<file path="src/rtl/capture_readout_pkg.sv">
// Shared definitions for the capture readout path: FSM state encoding, default
// framing bytes and the byte-stream handshake rule.
package capture_readout_pkg;

  typedef enum logic [3:0] {
    IDLE,
    HDR,
    FETCH,
    WAITQ,
    SEND,
    TRL0,
    TRL1,
    TRL2,
    DONE
  } cr_state_e;

  localparam logic [7:0] DEF_HDR_BYTE = 8'hA5;
  localparam logic [7:0] DEF_TRL_BYTE = 8'h5A;
  localparam int unsigned CNT_W = 16;

  typedef logic [7:0] tx_byte_t;

  // A byte moves on any clock edge where both sides agree.
  function automatic logic tx_fire(input logic valid, input logic ready);
    return valid & ready;
  endfunction

endpackage

</file>
<file path="src/rtl/capture_readout_if.sv">
// Valid/ready byte stream from the readout block toward the host link.
interface capture_readout_if;
  import capture_readout_pkg::*;

  tx_byte_t TxData;
  logic     TxValid;
  logic     TxReady;

  modport master (output TxData, output TxValid, input TxReady);
  modport slave  (input TxData, input TxValid, output TxReady);

endinterface

</file>
<file path="src/rtl/capture_readout_byte_serializer.sv">
// SAMPLE_W-to-byte shift register; emits the least-significant byte first and
// flags the final byte of the loaded sample.
module capture_readout_byte_serializer #(
  parameter int unsigned SAMPLE_W = 16
) (
  input  logic                CLK,
  input  logic                RST,
  input  logic                load,
  input  logic                advance,
  input  logic [SAMPLE_W-1:0] din,
  output logic [7:0]          dout,
  output logic                last
);

  localparam int unsigned NB = SAMPLE_W / 8;
  localparam int unsigned IW = (NB > 1) ? $clog2(NB) : 1;
  localparam logic [IW-1:0] LAST_IDX = IW'(NB - 1);

  logic [SAMPLE_W-1:0] sr;
  logic [IW-1:0]       idx;

  always_ff @(posedge CLK or posedge RST) begin
    if (RST) begin
      sr  <= '0;
      idx <= '0;
    end else if (load) begin
      sr  <= din;
      idx <= '0;
    end else if (advance) begin
      sr  <= sr >> 8;
      idx <= idx + 1'b1;
    end
  end

  assign dout = sr[7:0];
  assign last = (idx == LAST_IDX);

endmodule

</file>
<file path="src/rtl/capture_readout.sv">
// Drains the frozen sample FIFO and frames it as HDR, sample bytes, count lo/hi,
// TRL on the host byte stream, then raises FinishRD until ENOUT drops.
module capture_readout
  import capture_readout_pkg::*;
#(
  parameter int unsigned SAMPLE_W    = 16,
  parameter int unsigned MAX_SAMPLES = 1024,
  parameter logic [7:0]  HDR_BYTE    = DEF_HDR_BYTE,
  parameter logic [7:0]  TRL_BYTE    = DEF_TRL_BYTE
) (
  input  logic                CLK,
  input  logic                RST,
  input  logic                ENOUT,
  input  logic                rdempty,
  input  logic [SAMPLE_W-1:0] q,
  output logic                rdreq,
  capture_readout_if.master   tx,
  output logic                FinishRD,
  output logic                busy
);

  localparam logic [CNT_W-1:0] MAX_CNT = CNT_W'(MAX_SAMPLES);

  cr_state_e        state;
  logic [CNT_W-1:0] count;
  logic             tx_valid;
  tx_byte_t         tx_data;
  logic             fire;
  logic             abort;
  logic [7:0]       ser_byte;
  logic             ser_last;

  assign fire  = tx_fire(tx_valid, tx.TxReady);
  assign abort = !ENOUT && (state != IDLE) && (state != DONE);

  // Combinational so the FIFO sees the request during FETCH and q lands in WAITQ.
  assign rdreq = (state == FETCH) && ENOUT && !rdempty && (count != MAX_CNT);
  assign busy  = (state != IDLE);

  capture_readout_byte_serializer #(
    .SAMPLE_W (SAMPLE_W)
  ) u_ser (
    .CLK     (CLK),
    .RST     (RST),
    .load    ((state == WAITQ) && ENOUT),
    .advance ((state == SEND) && fire),
    .din     (q),
    .dout    (ser_byte),
    .last    (ser_last)
  );

  always_ff @(posedge CLK or posedge RST) begin
    if (RST) begin
      state    <= IDLE;
      count    <= '0;
      tx_valid <= 1'b0;
      FinishRD <= 1'b0;
    end else if (abort) begin
      state    <= IDLE;
      tx_valid <= 1'b0;
    end else begin
      unique case (state)
        IDLE: begin
          if (ENOUT) begin
            count    <= '0;
            tx_valid <= 1'b1;
            state    <= HDR;
          end
        end
        HDR: begin
          if (fire) begin
            tx_valid <= 1'b0;
            state    <= FETCH;
          end
        end
        FETCH: begin
          if (rdempty || (count == MAX_CNT)) begin
            tx_valid <= 1'b1;
            state    <= TRL0;
          end else begin
            state <= WAITQ;
          end
        end
        WAITQ: begin
          count    <= count + 1'b1;
          tx_valid <= 1'b1;
          state    <= SEND;
        end
        SEND: begin
          if (fire && ser_last) begin
            tx_valid <= 1'b0;
            state    <= FETCH;
          end
        end
        TRL0: if (fire) state <= TRL1;
        TRL1: if (fire) state <= TRL2;
        TRL2: begin
          if (fire) begin
            tx_valid <= 1'b0;
            FinishRD <= 1'b1;
            state    <= DONE;
          end
        end
        DONE: begin
          if (!ENOUT) begin
            FinishRD <= 1'b0;
            state    <= IDLE;
          end
        end
        default: state <= IDLE;
      endcase
    end
  end

  always_comb begin
    tx_data = '0;
    if (tx_valid) begin
      unique case (state)
        HDR:     tx_data = HDR_BYTE;
        SEND:    tx_data = ser_byte;
        TRL0:    tx_data = count[7:0];
        TRL1:    tx_data = count[15:8];
        TRL2:    tx_data = TRL_BYTE;
        default: tx_data = '0;
      endcase
    end
  end

  assign tx.TxData  = tx_data;
  assign tx.TxValid = tx_valid;

endmodule

</file>
<file path="src/flat_wrapper.sv">
// flat-port wrapper written by rule: the top's interface ports become plain ports
module capture_readout_flat import capture_readout_pkg::*;
#(
  parameter int unsigned SAMPLE_W    = 16,
  parameter int unsigned MAX_SAMPLES = 1024,
  parameter logic [7:0]  HDR_BYTE    = DEF_HDR_BYTE,
  parameter logic [7:0]  TRL_BYTE    = DEF_TRL_BYTE
)
  (CLK, RST, ENOUT, rdempty, q, rdreq, FinishRD, busy, tx_TxData, tx_TxValid, tx_TxReady);
  capture_readout_if tx_i ();
  input  logic CLK;
  input  logic RST;
  input  logic ENOUT;
  input  logic rdempty;
  input  logic [SAMPLE_W-1:0] q;
  output logic rdreq;
  output logic FinishRD;
  output logic busy;
  output wire logic [$bits(tx_i.TxData)-1:0] tx_TxData;
  output wire logic [$bits(tx_i.TxValid)-1:0] tx_TxValid;
  input wire logic [$bits(tx_i.TxReady)-1:0] tx_TxReady;
  assign tx_TxData = tx_i.TxData;
  assign tx_TxValid = tx_i.TxValid;
  assign tx_i.TxReady = tx_TxReady;
  capture_readout #(.SAMPLE_W(SAMPLE_W), .MAX_SAMPLES(MAX_SAMPLES), .HDR_BYTE(HDR_BYTE), .TRL_BYTE(TRL_BYTE)) u_core (.CLK(CLK), .RST(RST), .ENOUT(ENOUT), .rdempty(rdempty), .q(q), .rdreq(rdreq), .tx(tx_i), .FinishRD(FinishRD), .busy(busy));
endmodule
</file>
<file path="config.mk">
export PLATFORM = sky130hd
export DESIGN_NAME = capture_readout_flat
export DESIGN_NICKNAME = d
export VERILOG_FILES = /design/src/rtl/capture_readout_pkg.sv /design/src/rtl/capture_readout_if.sv /design/src/rtl/capture_readout_byte_serializer.sv /design/src/rtl/capture_readout.sv /design/src/flat_wrapper.sv
export SDC_FILE = /design/constraint.sdc
export NUM_CORES = 1
export LEC_CHECK = 0
export CAP_MARGIN = 5
export CELL_PAD_IN_SITES_DETAIL_PLACEMENT = 0
export CELL_PAD_IN_SITES_GLOBAL_PLACEMENT = 1
export CORE_MARGIN = 2
export CORE_UTILIZATION = 40
export CTS_CLUSTER_DIAMETER = 100
export DETAILED_ROUTE_END_ITERATION = 6
export GPL_TIMING_DRIVEN = 0
export PLACE_DENSITY_LB_ADDON = 0.3
export RECOVER_POWER = 100
export SYNTH_ARGS = -nofsm -noshare
export SYNTH_HDL_FRONTEND = slang
export SYNTH_SLANG_ARGS = --single-unit
</file>
<file path="constraint.sdc">
create_clock -name CLK -period 2.7 [get_ports CLK]
set_input_delay 0.54 -clock CLK [delete_from_list [all_inputs] [get_ports CLK]]
set_output_delay 0.54 -clock CLK [all_outputs]
set_load 0.02 [all_outputs]
</file>
# Word-level counts from Yosys, hierarchy flattened
# Cells that the tools add are included.
# totals
ff_bits,39
# op_classes
n_eq_ne,23
n_addsub,2
bitwise,2
n_reduce_logical,22
n_mux,27
# ops
op,count
16-bit two-way mux,3
8-bit case mux with 5 select lines,1
4-bit case mux with 9 select lines,1
4-bit two-way mux,8
16-bit case mux with 2 select lines,1
16-bit by 1-bit adder with 16-bit output (second input constant),1
16-bit by 11-bit == test with 1-bit output (second input constant),1
4-bit by 3-bit == test with 1-bit output (second input constant),4
16-bit by 11-bit inequality test with 1-bit output (second input constant),1
3-bit by 1-bit inequality test with 1-bit output (second input constant),5
3-bit by 2-bit inequality test with 1-bit output (second input constant),4
1-bit two-way mux,9
4-bit by 2-bit == test with 1-bit output (second input constant),2
1-bit logical AND,8
8-bit two-way mux,1
7-bit AND reduction,1
2-bit nonzero test,3
6-bit nonzero test,1
1-bit case mux with 5 select lines,1
5-bit AND reduction,1
4-bit by 1-bit == test with 1-bit output (second input constant),1
4-bit == test (second input constant),1
4-bit zero test,1
2-bit inequality test (second input constant),2
other kinds (13),14

# Depth between registers and ports, before layout
# Gate-level depths: netlist of the first run.
# logic_depth
word_depth,5
mapped_depth,7

# Hierarchy
# From an unflattened synthesis of the first run, not the netlist that was laid out.
# hier_totals
cells_unflattened,277
hier_area_um2,2479.9
# modules_own_cells
mod,area_each_um2,n_inst,cells_per_inst
capture_readout,1645.3,1,197
capture_readout_byte_serializer,834.6,1,80

# Least setup slack after synthesis of the first run
# OpenSTA, ideal clock, no wires.
# synth_timing
path_type,reg2out
start,register u_core.state[3]
end,output port tx_TxData[1]
arrival_ns,1.368
setup_slack_ns,0.792
stages_incl_launch_ff,6
required_ns,2.160
path_buffers,1
cell_sequence,dfrtp_1 -> buf_2 -> nand2b_1 -> nor2_1 -> o21ai_0 -> a21oi_1
# synth_between
elab_chain_cells,3
elab_cells_between_ends,7
cone_classes,eq/ne: 5; mux: 2
# synth_rtl
element,line_no,rtl
start: declaration,capture_readout.sv:24,cr_state_e state;
start signal: assignment,capture_readout.sv:54,state <= IDLE;
start signal: assignment,capture_readout.sv:59,state <= IDLE;
start signal: assignment,capture_readout.sv:67,state <= HDR;
4-bit by 3-bit == test with 1-bit output / 4-bit by 1-bit == test with 1-bit output (equally long branches),capture_readout.sv:118,unique case (state)
8-bit case mux with 5 select lines (*),capture_readout.sv:118,
8-bit two-way mux (*),capture_readout.sv:117,if (tx_valid) begin
end: declaration,flat_wrapper.sv:19,output wire logic [$bits(tx_i.TxData)-1:0] tx_TxData;
# Every way passes the cells marked *; elsewhere a longest branch is shown, timed or not.

# Worst setup path after layout of the first run
# layout_timing
start,register u_core.count[0]
end,output port rdreq
# layout_between
elab_chain_cells,2
# layout_rtl
element,line_no,rtl
start: declaration,capture_readout.sv:25,logic [CNT_W-1:0] count;
start signal: assignment,capture_readout.sv:85,count <= count + 1'b1;
16-bit by 11-bit inequality test with 1-bit output,capture_readout.sv:37,assign rdreq = (state == FETCH) && ENOUT && !rdempty && (count != MAX_CNT);
1-bit logical AND,capture_readout.sv:37,
end: declaration,flat_wrapper.sv:16,output logic rdreq;
# No other way between the ends.

==> flow_metrics.tcl, run 1 <==
set metrics [dict create \
    overall_via_count_from_detail_route 1915 \
    post_synth_fa_ha_maj_area_fraction_pct 1.100 \
    fin_worst_skew_ns 0.004446 \
    cap_violations 1 \
    synth_cell_types 43 \
    final_net_count 307 \
    syn-instance-count 245 \
    cts_root_buffer "clkbuf_8" \
    synth_top_family_by_area "simple AND/OR/NAND/NOR gates" \
    grt_antenna_before_repair 0 \
    area_share_of_xor_xnor_cells_in_the_synthesized_design_pct 5.827 \
    critical_path.endpoint "rdreq" \
    starting_density_of_the_core_pct 41.33 \
    post-synth-top-area-cell "dfrtp_1" \
    slew_headroom_pct -3.371 \
    register_clock_pin_slew_on_the_reported_worst_setup_and_hold_paths_ns 0.08 \
    layout_cell_share_with_drive_strength_beyond_1_pct 9.825 \
    grt_first_pass_wirelength_um 9294 \
    drc 0 \
    critical_path.reg2reg.endpoint "u_core.u_ser.sr[0]" \
    mean_instance_size_in_the_synthesized_netlist_um2 9.290 \
    wl_per_cell_um 15.62 \
    grtUsageTotal_pct 19.11 \
    unrepaired_setup_endpoints_after_global_routing "false" \
    setup.reg_to_reg.worst_slack_ns 0.50 \
    tritoncts "built" \
    place.gp.congestion 0.8103 \
    synth.yosys.warnings 0 \
    postSynth.asyncResetShare_pct 100.0 \
    synth_mux_area_share_pct 8.466 \
    hpwl_um 4001 \
    drt_first_iter_violations 127 \
    violated_checks "capacitance limit, slew limit" \
    cts_setup_buffers 0 \
    timing.critical_path.fanout_max 5 \
    final-setup-viol-count 0 \
    numCtsBuffers 5 \
    grt_max_degree 40 \
    critical_path_required_ns 2.16 \
    final.min_clock_period_ns 2.551 \
    cellLeakagePower_nw 1.227 \
    cts-htree-levels 2 \
    worst_ir_drop_vdd_mv 0.4263 \
    flow.area_growth_from_synthesis_pct 20.23 \
    post_synth_and_or_nand_nor_area_fraction_pct 22.76 \
    cellPowerDensity_nw_per_um2 885.1 \
    maximum_buffer_depth_of_the_clock_tree 2 \
    number_of_global_route_vias_before_repair 1875 \
    portion_of_the_post_synthesis_area_used_by_sequential_elements_pct 42.88 \
    timing_worst_setup_path_type "register to output pin" \
    totalWireLength_um 5576 \
    synth_flop_cell "dfrtp_1" \
    fp.dieW_um 79.43 \
    synth_area_leaders "dfrtp_1 (43%), mux2i_1 (7.5%), nor2_1 (5.1%)" \
    core_area_um2 5507 \
    mapped_nets 268 \
    post-synth-top-area-fraction_pct 42.88 \
    worstMarginPinSlew_ns 1.549 \
    detail-route-antenna-nets 0 \
    critical_path.startpoint "u_core.count[0]" \
    drv_slew 40 \
    stdcell_area_um2 2736 \
    worst_r2r_startpoint "u_core.state[2]" \
    fin_crit_sh_pct 94.49 \
    route.detailed.vias_per_inst 5.364 \
    setup_total_negative_slack_ns 0 \
    ys_ff_latch 39 \
    timing_hold_violations_final 0 \
    n_antenna_cell 0 \
    io-pin-count 33 \
    floorplan_row_count 27 \
    synth-edff-count 0 \
    synth_compound_area_share_pct 14.46 \
    die_area_um2 6309 \
    grt_remaining_overflow 0 \
    cts_hold_buffers 0 \
    final_core_util_pct 49.69 \
    numClockSinks 39 \
    status "finished with violations" \
    worst_r2r_path_depth 6 \
    start_kind "register" \
    clock.fmax_ghz 0.3920 \
    portBuffers 32 \
    end_kind "output pin" \
    die_h_um 79.43 \
    hold_path.class "register to register" \
    mappedNetlistArea_um2 2276 \
    worstPathArrival_ns 2.01 \
    clock_insertion_delay_worst_skew_ns 0.29 \
    drt_pass1_iterations 4 \
    placedInstanceArea_um2 2686 \
]
[state kept, by name, indices dropped and copies added, names as in the netlist]
name and flops:
u_core.state 4, u_core.tx.TxValid 1, u_core.count 16, u_core.u_ser.last 1, u_core.u_ser.sr 16, u_core.FinishRD 1
[critical path, cell delays in order (launching register included)]
cell,delay [ns]
dfrtp_1,0.42
inv_1,0.09
ha_1,0.14
nor4b_1,0.27
nand4_1,0.21
nand4_1,0.21
nor2_1,0.06
dlygate4sd2_1,0.32
[cells by family after synthesis]
kind of cell / Yosys count
AO/OA/AOI/OAI: 54
XOR/XNOR: 13
adder cells (fa/ha/maj): 2
buffers and inverters: 20
flip-flops: 39
multiplexers: 19
AND/OR/NAND/NOR: 98
[routing by layer]
| metal | GRT usage, % | vias up | share of wire (%) |
|---|---|---|---|
| li1 | - | 942 | - |
| met1 | 26.52 | 904 | 48 |
| met2 | 30.25 | 56 | 46 |
| met3 | 4.072 | 13 | 4.7 |
| met4 | 5.172 | 0 | 2.0 |
| met5 | 0 | - | 0 |
[how the worst min path moves through the flow]
stage	from	end	depth (start not counted)
final	u_core.FinishRD	u_core.FinishRD	2
after global routing	u_core.u_ser.sr[13]	u_core.u_ser.sr[13]	1
after CTS	u_core.FinishRD	u_core.FinishRD	2
after detailed placement	u_core.FinishRD	u_core.FinishRD	2
after global placement	u_core.FinishRD	u_core.FinishRD	2
after floorplan	u_core.u_ser.sr[12]	u_core.u_ser.sr[12]	1
[synth_stat cells, types with 2 or more instances]
| cell type | number |
|---|---|
| a21oi_1 | 14 |
| a22o_1 | 8 |
| a31oi_1 | 3 |
| and2_1 | 3 |
| buf_2 | 4 |
| buf_4 | 6 |
| dfrtp_1 | 39 |
| ha_1 | 2 |
| inv_1 | 9 |
| mux2_2 | 2 |
| mux2i_1 | 17 |
| nand2_1 | 22 |
| nand2b_1 | 4 |
| nand3_1 | 5 |
| nand3b_1 | 2 |
| nand4_1 | 2 |
| nand4_2 | 2 |
| nor2_1 | 31 |
| nor2b_1 | 3 |
| nor3_1 | 8 |
| nor4b_1 | 2 |
| o21ai_0 | 23 |
| or3_1 | 4 |
| xnor2_1 | 8 |
| xor2_1 | 4 |
[layout by cell type (no fill, tap or decap), types with 2 or more instances in the layout]
| cell type | count |
|---|---|
| nand3_1 | 5 |
| dlygate4sd2_1 | 6 |
| nor3b_1 | 2 |
| nor3_1 | 9 |
| a31oi_1 | 3 |
| clkbuf_4 | 2 |
| buf_4 | 3 |
| a21oi_1 | 14 |
| nor2b_1 | 3 |
| a22o_1 | 8 |
| xnor2_1 | 8 |
| nand3b_1 | 2 |
| ha_1 | 2 |
| buf_2 | 2 |
| dlygate4sd3_1 | 6 |
| nand4_2 | 2 |
| inv_1 | 8 |
| clkinvlp_4 | 3 |
| mux2_2 | 2 |
| and2_1 | 3 |
| nand2b_1 | 4 |
| dfrtp_1 | 39 |
| nand4_1 | 2 |
| clkdlybuf4s50_1 | 17 |
| nor2_1 | 31 |
| clkbuf_2 | 3 |
| clkbuf_8 | 5 |
| o21ai_0 | 23 |
| or3_1 | 4 |
| clkbuf_1 | 3 |
| xor2_1 | 4 |
| nand2_1 | 22 |
| mux2i_1 | 17 |
| nor4b_1 | 2 |
[layout make-up]
cell class                 instances  area [um2]
clock buffer                       5       68.82
multi-input combinational        186        1175
timing repair buffer              32       302.8
inverter                           9       37.54
fill                             556        2770
tap                               72       90.09
sequential                        39       975.9
buffer                            11       66.31
clock inverter                     3       20.02
[where the power goes]
| part | total, mW | switching [mW] | internal, mW |
|---|---|---|---|
| Clock | 0.399 | 0.219 | 0.180 |
| Combinational | 1.14 | 0.652 | 0.486 |
| Sequential | 0.885 | 0.125 | 0.760 |
| Total | 2.42 | 0.996 | 1.43 |
[per-stage QoR]
stage | cells | power (mW) | hold WS (ns) | worst slack (ns)
floorplan | 245 | 1.719 | 0.4651 | 0.7922
global placement | 349 | 2.063 | 0.4743 | 0.06866
detailed placement | 349 | 2.075 | 0.4819 | 0.08510
CTS | 357 | 2.494 | 0.5001 | 0.005925
global route | 357 | 2.606 | 0.5351 | 0.008199
finish | 357 | 2.422 | 0.4863 | 0.1489
[what timing repair did]
item | CTS | global route
setup endpoints to repair | 9 | 4
pin swaps | 1 | 1
resized for setup | 11 | 5
Power figures use the tool's default switching activity.
==> run 2: changes to the inputs <==
Settings changed: SKIP_CTS_REPAIR_TIMING set to 1.
==> run 2 against run 1 <==
Effect of this change:
- the flow still finishes with violations (capacitance limit, slew limit)
- cell area decreased by 0.46%
- clock power shrank 1%
- flip-flop and latch count unchanged
- first-iteration DRC count fell by 11%
- power is 0.35% higher
- wire length increased by 0.36%
- non-clock buffer count unchanged
- sequential share of layout area increased by 0.16 points
- register-to-register slack is essentially flat
- count of clock-buffer cells in the layout did not move
- final cell count unchanged
- maximum frequency up 3.8%
- critical endpoint is now busy
- largest power group unchanged
==> flow_metrics.tcl, run 2 (synthesized netlist as in run 1, its figures left out) <==
set metrics [dict create \
    status "finished with violations" \
    violated_checks "capacitance limit, slew limit" \
    final.hold.worst_slack_ns 0.4864 \
    totalWireLength_um 5596 \
    wl_per_cell_um 15.68 \
    core_area_um2 5507 \
    fp.dieW_um 79.43 \
    numCtsBuffers 5 \
    hpwl_um 4001 \
    layout_common_cells "dfrtp_1 (39), nor2_1 (30), o21ai_0 (23)" \
    timing.critical_path.cells "clkbuf_2 -> nor2_1 -> nand2_1 -> clkdlybuf4s50_1" \
    clock_insertion_delay_worst_skew_ns 0.29 \
    grt_antenna_before_repair 0 \
    slew_headroom_pct -3.224 \
    stdcell_area_um2 2724 \
    cts-htree-levels 2 \
    layout_cell_share_with_drive_strength_beyond_1_pct 10.18 \
    final_net_count 307 \
    cellLeakagePower_nw 1.208 \
    grt_max_degree 40 \
    number_of_global_route_vias_before_repair 1869 \
    end_kind "output pin" \
    largest_registers "u_core.count x16, u_core.u_ser.sr x16, u_core.state x4" \
    worstMarginPinSlew_ns 1.547 \
    overall_via_count_from_detail_route 1911 \
    detail-route-antenna-nets 0 \
    timing_hold_violations_final 0 \
    cap_violations 1 \
    die_h_um 79.43 \
    placedInstanceArea_um2 2686 \
    drt_first_iter_violations 113 \
    flow.area_growth_from_synthesis_pct 19.68 \
    cp_slowest_cell "clkdlybuf4s50_1" \
    start_kind "register" \
    cellPowerDensity_nw_per_um2 892.3 \
    io-pin-count 33 \
    drc 0 \
    place.gp.congestion 0.8103 \
    final-setup-viol-count 0 \
    grt_first_pass_wirelength_um 9280 \
    numClockSinks 39 \
    portBuffers 32 \
    unrepaired_setup_endpoints_after_global_routing "false" \
    register_clock_pin_slew_on_the_reported_worst_setup_and_hold_paths_ns 0.08 \
    starting_density_of_the_core_pct 41.33 \
    fin_crit_sh_pct 90.99 \
    tritoncts "built" \
    drv_slew 40 \
    grtUsageTotal_pct 19.09 \
    n_antenna_cell 0 \
    grt_remaining_overflow 0 \
    cts_root_buffer "clkbuf_8" \
    final_core_util_pct 49.47 \
    route.detailed.vias_per_inst 5.353 \
    drt_pass1_iterations 4 \
    clock.fmax_ghz 0.4071 \
    setup.reg_to_reg.worst_slack_ns 0.49 \
    maximum_buffer_depth_of_the_clock_tree 2 \
    final_common_cell "dfrtp_1" \
    die_area_um2 6309 \
    timing_worst_setup_path_type "register to output pin" \
    timing.critical_path.fanout_max 10 \
    critical_path_required_ns 2.16 \
    fin_worst_skew_ns 0.003726 \
    floorplan_row_count 27 \
    final.min_clock_period_ns 2.457 \
    critical-path-max-stage-delay_ns 0.55 \
    worstPathArrival_ns 1.92 \
    hold_path.class "register to register" \
    worst_ir_drop_vdd_mv 0.4131 \
]
[run 2: metrics by stage]
stage               setup TNS [ns]  power, mW  worst slack (ns)  instances
global route                     0      2.617           0.09505        357
floorplan                        0      1.719            0.7922        245
CTS                         -1.502      2.485           -0.2591        357
global placement                 0      2.063           0.06866        349
finish                           0      2.430            0.2434        357
detailed placement               0      2.075           0.08510        349
[run 2: area by class of cell]
class | instances | area (um2)
buffer | 11 | 67.56
clock buffer | 5 | 68.82
clock inverter | 3 | 20.02
fill | 560 | 2783
inverter | 9 | 37.54
multi-input combinational | 186 | 1182
sequential | 39 | 975.9
tap | 72 | 90.09
timing repair buffer | 32 | 281.5
[run 2: where the power goes]
part	leakage [nW]	internal, mW	total (mW)	switching, mW
registers	0.517	0.760	0.886	0.127
logic	0.651	0.487	1.15	0.662
clock network	0.0402	0.180	0.395	0.215
[run 2: routing by layer]
| layer | wire, um | vias to the layer above | GRT usage, % |
|---|---|---|---|
| met5 | 0 | - | 0 |
| met4 | 104 | 0 | 5.172 |
| met3 | 287 | 11 | 4.072 |
| met2 | 2557 | 48 | 30.17 |
| met1 | 2647 | 909 | 26.52 |
| li1 | - | 943 | - |
[run 2: worst max-delay path, delay by kind of cell (launching register included)]
family                 cells  cell delay (ns)
flip-flops                 1             0.40
buffers and inverters      2             0.80
AND/OR/NAND/NOR            2             0.43
[run 2: worst paths after layout]
kind / start / to / cells after the start
min in group asynchronous: RST / u_core.u_ser.sr[9] / 2
hold / removal: u_core.FinishRD / u_core.FinishRD / 2
hold reg to reg: u_core.FinishRD / u_core.FinishRD / 2
setup / recovery: u_core.state[1] / busy / 4
max in group asynchronous: RST / u_core.count[0] / 2
setup reg to reg: u_core.state[2] / u_core.u_ser.sr[0] / 6
==> run 3: changes to the inputs <==
Settings changed: CORE_UTILIZATION 40 to 45, REMOVE_ABC_BUFFERS set to 1.
==> run 3 against run 2 <==
Effect of this change:
- the run still ends with capacitance limit, slew limit left
- via count fell by 1.9%
- setup slack got worse by 0.17 ns
- final cell count fell by 3.1%
- power rose by 2.3%
- flip-flop and latch count did not move
- core utilization up 7.8 points
- first-iteration DRC count is 100% higher
- largest cell class unchanged
- highest routed layer unchanged
==> flow_metrics.tcl, run 3 (synthesized netlist as in run 1, its figures left out) <==
set metrics [dict create \
    final_common_cell "dfrtp_1" \
    detail-route-antenna-nets 0 \
    timing_worst_setup_path_type "register to output pin" \
    final.fill_count 450 \
    wl_per_cell_um 15.32 \
    maximum_buffer_depth_of_the_clock_tree 2 \
    worstMarginPinSlew_ns 1.520 \
    layout_cell_share_with_drive_strength_beyond_1_pct 10.39 \
    layout_common_cells "dfrtp_1 (36), nor2_1 (29), o21ai_0 (23)" \
    clock.fmax_ghz 0.3805 \
    start_kind "register" \
    tritoncts "built" \
    hold_path.class "register to register" \
    route.detailed.vias_per_inst 5.419 \
    drt_first_iter_violations 230 \
    timing.critical_path.fanout_max 12 \
    fin_worst_skew_ns 0.005043 \
    die_area_um2 5642 \
    unrepaired_setup_endpoints_after_global_routing "false" \
    place.gp.congestion 0.7739 \
    final_net_count 301 \
    cellPowerDensity_nw_per_um2 907.5 \
    final_cells 346 \
    totalWireLength_um 5299 \
    grt_remaining_overflow 0 \
    top_family_by_delay_on_critical_path "buffers and inverters" \
    end_kind "output pin" \
    worstPathArrival_ns 2.09 \
    numClockSinks 39 \
    violated_checks "capacitance limit, slew limit" \
    number_of_global_route_vias_before_repair 1752 \
    cap_violations 1 \
    overall_via_count_from_detail_route 1875 \
    cts_root_buffer "clkbuf_8" \
    clock_insertion_delay_worst_skew_ns 0.29 \
    timing_hold_violations_final 0 \
    drv_slew 40 \
    final.min_clock_period_ns 2.628 \
    cp_slowest_cell "clkbuf_1" \
    core_area_um2 4786 \
    final.hold.worst_slack_ns 0.4955 \
    fp.dieW_um 75.12 \
    flow.area_growth_from_synthesis_pct 20.40 \
    grtUsageTotal_pct 20.71 \
    grt_first_pass_wirelength_um 8825 \
    fin_crit_sh_pct 97.34 \
    worst-path-buf-inv 2 \
    place.detailed.instances 333 \
    cts-htree-levels 2 \
    drt_pass1_iterations 4 \
    numCtsBuffers 5 \
    n_antenna_cell 0 \
    timing.critical_path.cells "clkbuf_1 -> nand4_1 -> nor2_1 -> dlymetal6s2s_1" \
    die_h_um 75.12 \
    critical-path-max-stage-delay_ns 0.56 \
    critical_path_required_ns 2.16 \
    io-pin-count 33 \
    hpwl_um 3623 \
    largest_registers "u_core.count x16, u_core.u_ser.sr x16, u_core.state x4" \
    final-setup-viol-count 0 \
    cellLeakagePower_nw 1.183 \
    power_mw 2.487 \
    drc 0 \
    portBuffers 32 \
    grt_antenna_before_repair 0 \
    starting_density_of_the_core_pct 47.56 \
    slew_headroom_pct -1.418 \
    worst_ir_drop_vdd_mv 0.4517 \
    status "finished with violations" \
    floorplan_row_count 25 \
    register_clock_pin_slew_on_the_reported_worst_setup_and_hold_paths_ns 0.08 \
    grt_max_degree 40 \
]
-- run 3: cell types whose count changed in the layout (fill, tap and decap cells not counted), sizes merged --
cell,before,now
dlymetal6s2s,2,1
inv,8,9
clkinvlp,3,1
clkbuf,18,12
dlygate4sd3,4,5
clkinv,1,0
buf,5,4
clkdlybuf4s50,19,22
-- run 3: worst reg2reg max path, delay by kind of cell, from the launching register on --
family                 cells  cell delay (ns)
AOI/OAI and AO/OA          2             0.46
buffers and inverters      1             0.56
DFF                        1             0.55
and+or+nand+nor            2             0.79
-- run 3: per-layer routing --
layer	wire length [um]	track usage, %	up-vias	part of all wire [%]
met5	0	0	-	0
met2	2477	31.58	44	47
met1	2561	30.28	900	48
li1	-	-	926	-
met3	207	4.418	5	3.9
met4	52	4.762	0	0.98
-- run 3: stage by stage --
| step | cell area [um2] | worst slack, ns | TNS, ns | util [%] |
|---|---|---|---|---|
| after global placement | 2611 | -0.1387 | -0.6189 | 54.56 |
| after CTS | 2715 | -0.4467 | -2.763 | 56.73 |
| after global routing | 2740 | 0.002176 | 0 | 57.25 |
| after floorplan | 2207 | 0.6207 | 0 | - |
| final | 2740 | 0.07182 | 0 | 57.25 |
| after detailed placement | 2611 | -0.08333 | -0.6347 | 54.56 |
-- run 3: where the power goes --
group | switching [mW] | internal, mW
sequential | 0.195 | 0.771
combinational | 0.587 | 0.489
clock | 0.212 | 0.233
-- run 3: final timing paths --
path                                      start            endpoint  slack (ns)  cells after the start
worst max register to register  u_core.state[1]  u_core.u_ser.sr[8]        0.23                      5
min in group asynchronous                   RST   u_core.u_ser.last        1.14                      2
max in group asynchronous                   RST     u_core.state[1]        0.47                      2
worst min-delay path            u_core.FinishRD     u_core.FinishRD        0.50                      2
worst max-delay path            u_core.state[1]               rdreq        0.07                      4
worst min register to register  u_core.FinishRD     u_core.FinishRD        0.50                      2
-- run 3: cell type report --
| type | instances | area (um2) | share of cell area (%) |
|---|---|---|---|
| Timing Repair Buffer | 37 | 331.6 | 12.10 |
| Sequential cell | 39 | 984.7 | 35.94 |
| Tap cell | 67 | 83.83 | 3.059 |
| Clock buffer | 7 | 96.34 | 3.516 |
| Multi-Input combinational cell | 186 | 1202 | 43.88 |
| Inverter | 9 | 33.78 | 1.233 |
| Clock inverter | 1 | 7.507 | 0.2740 |
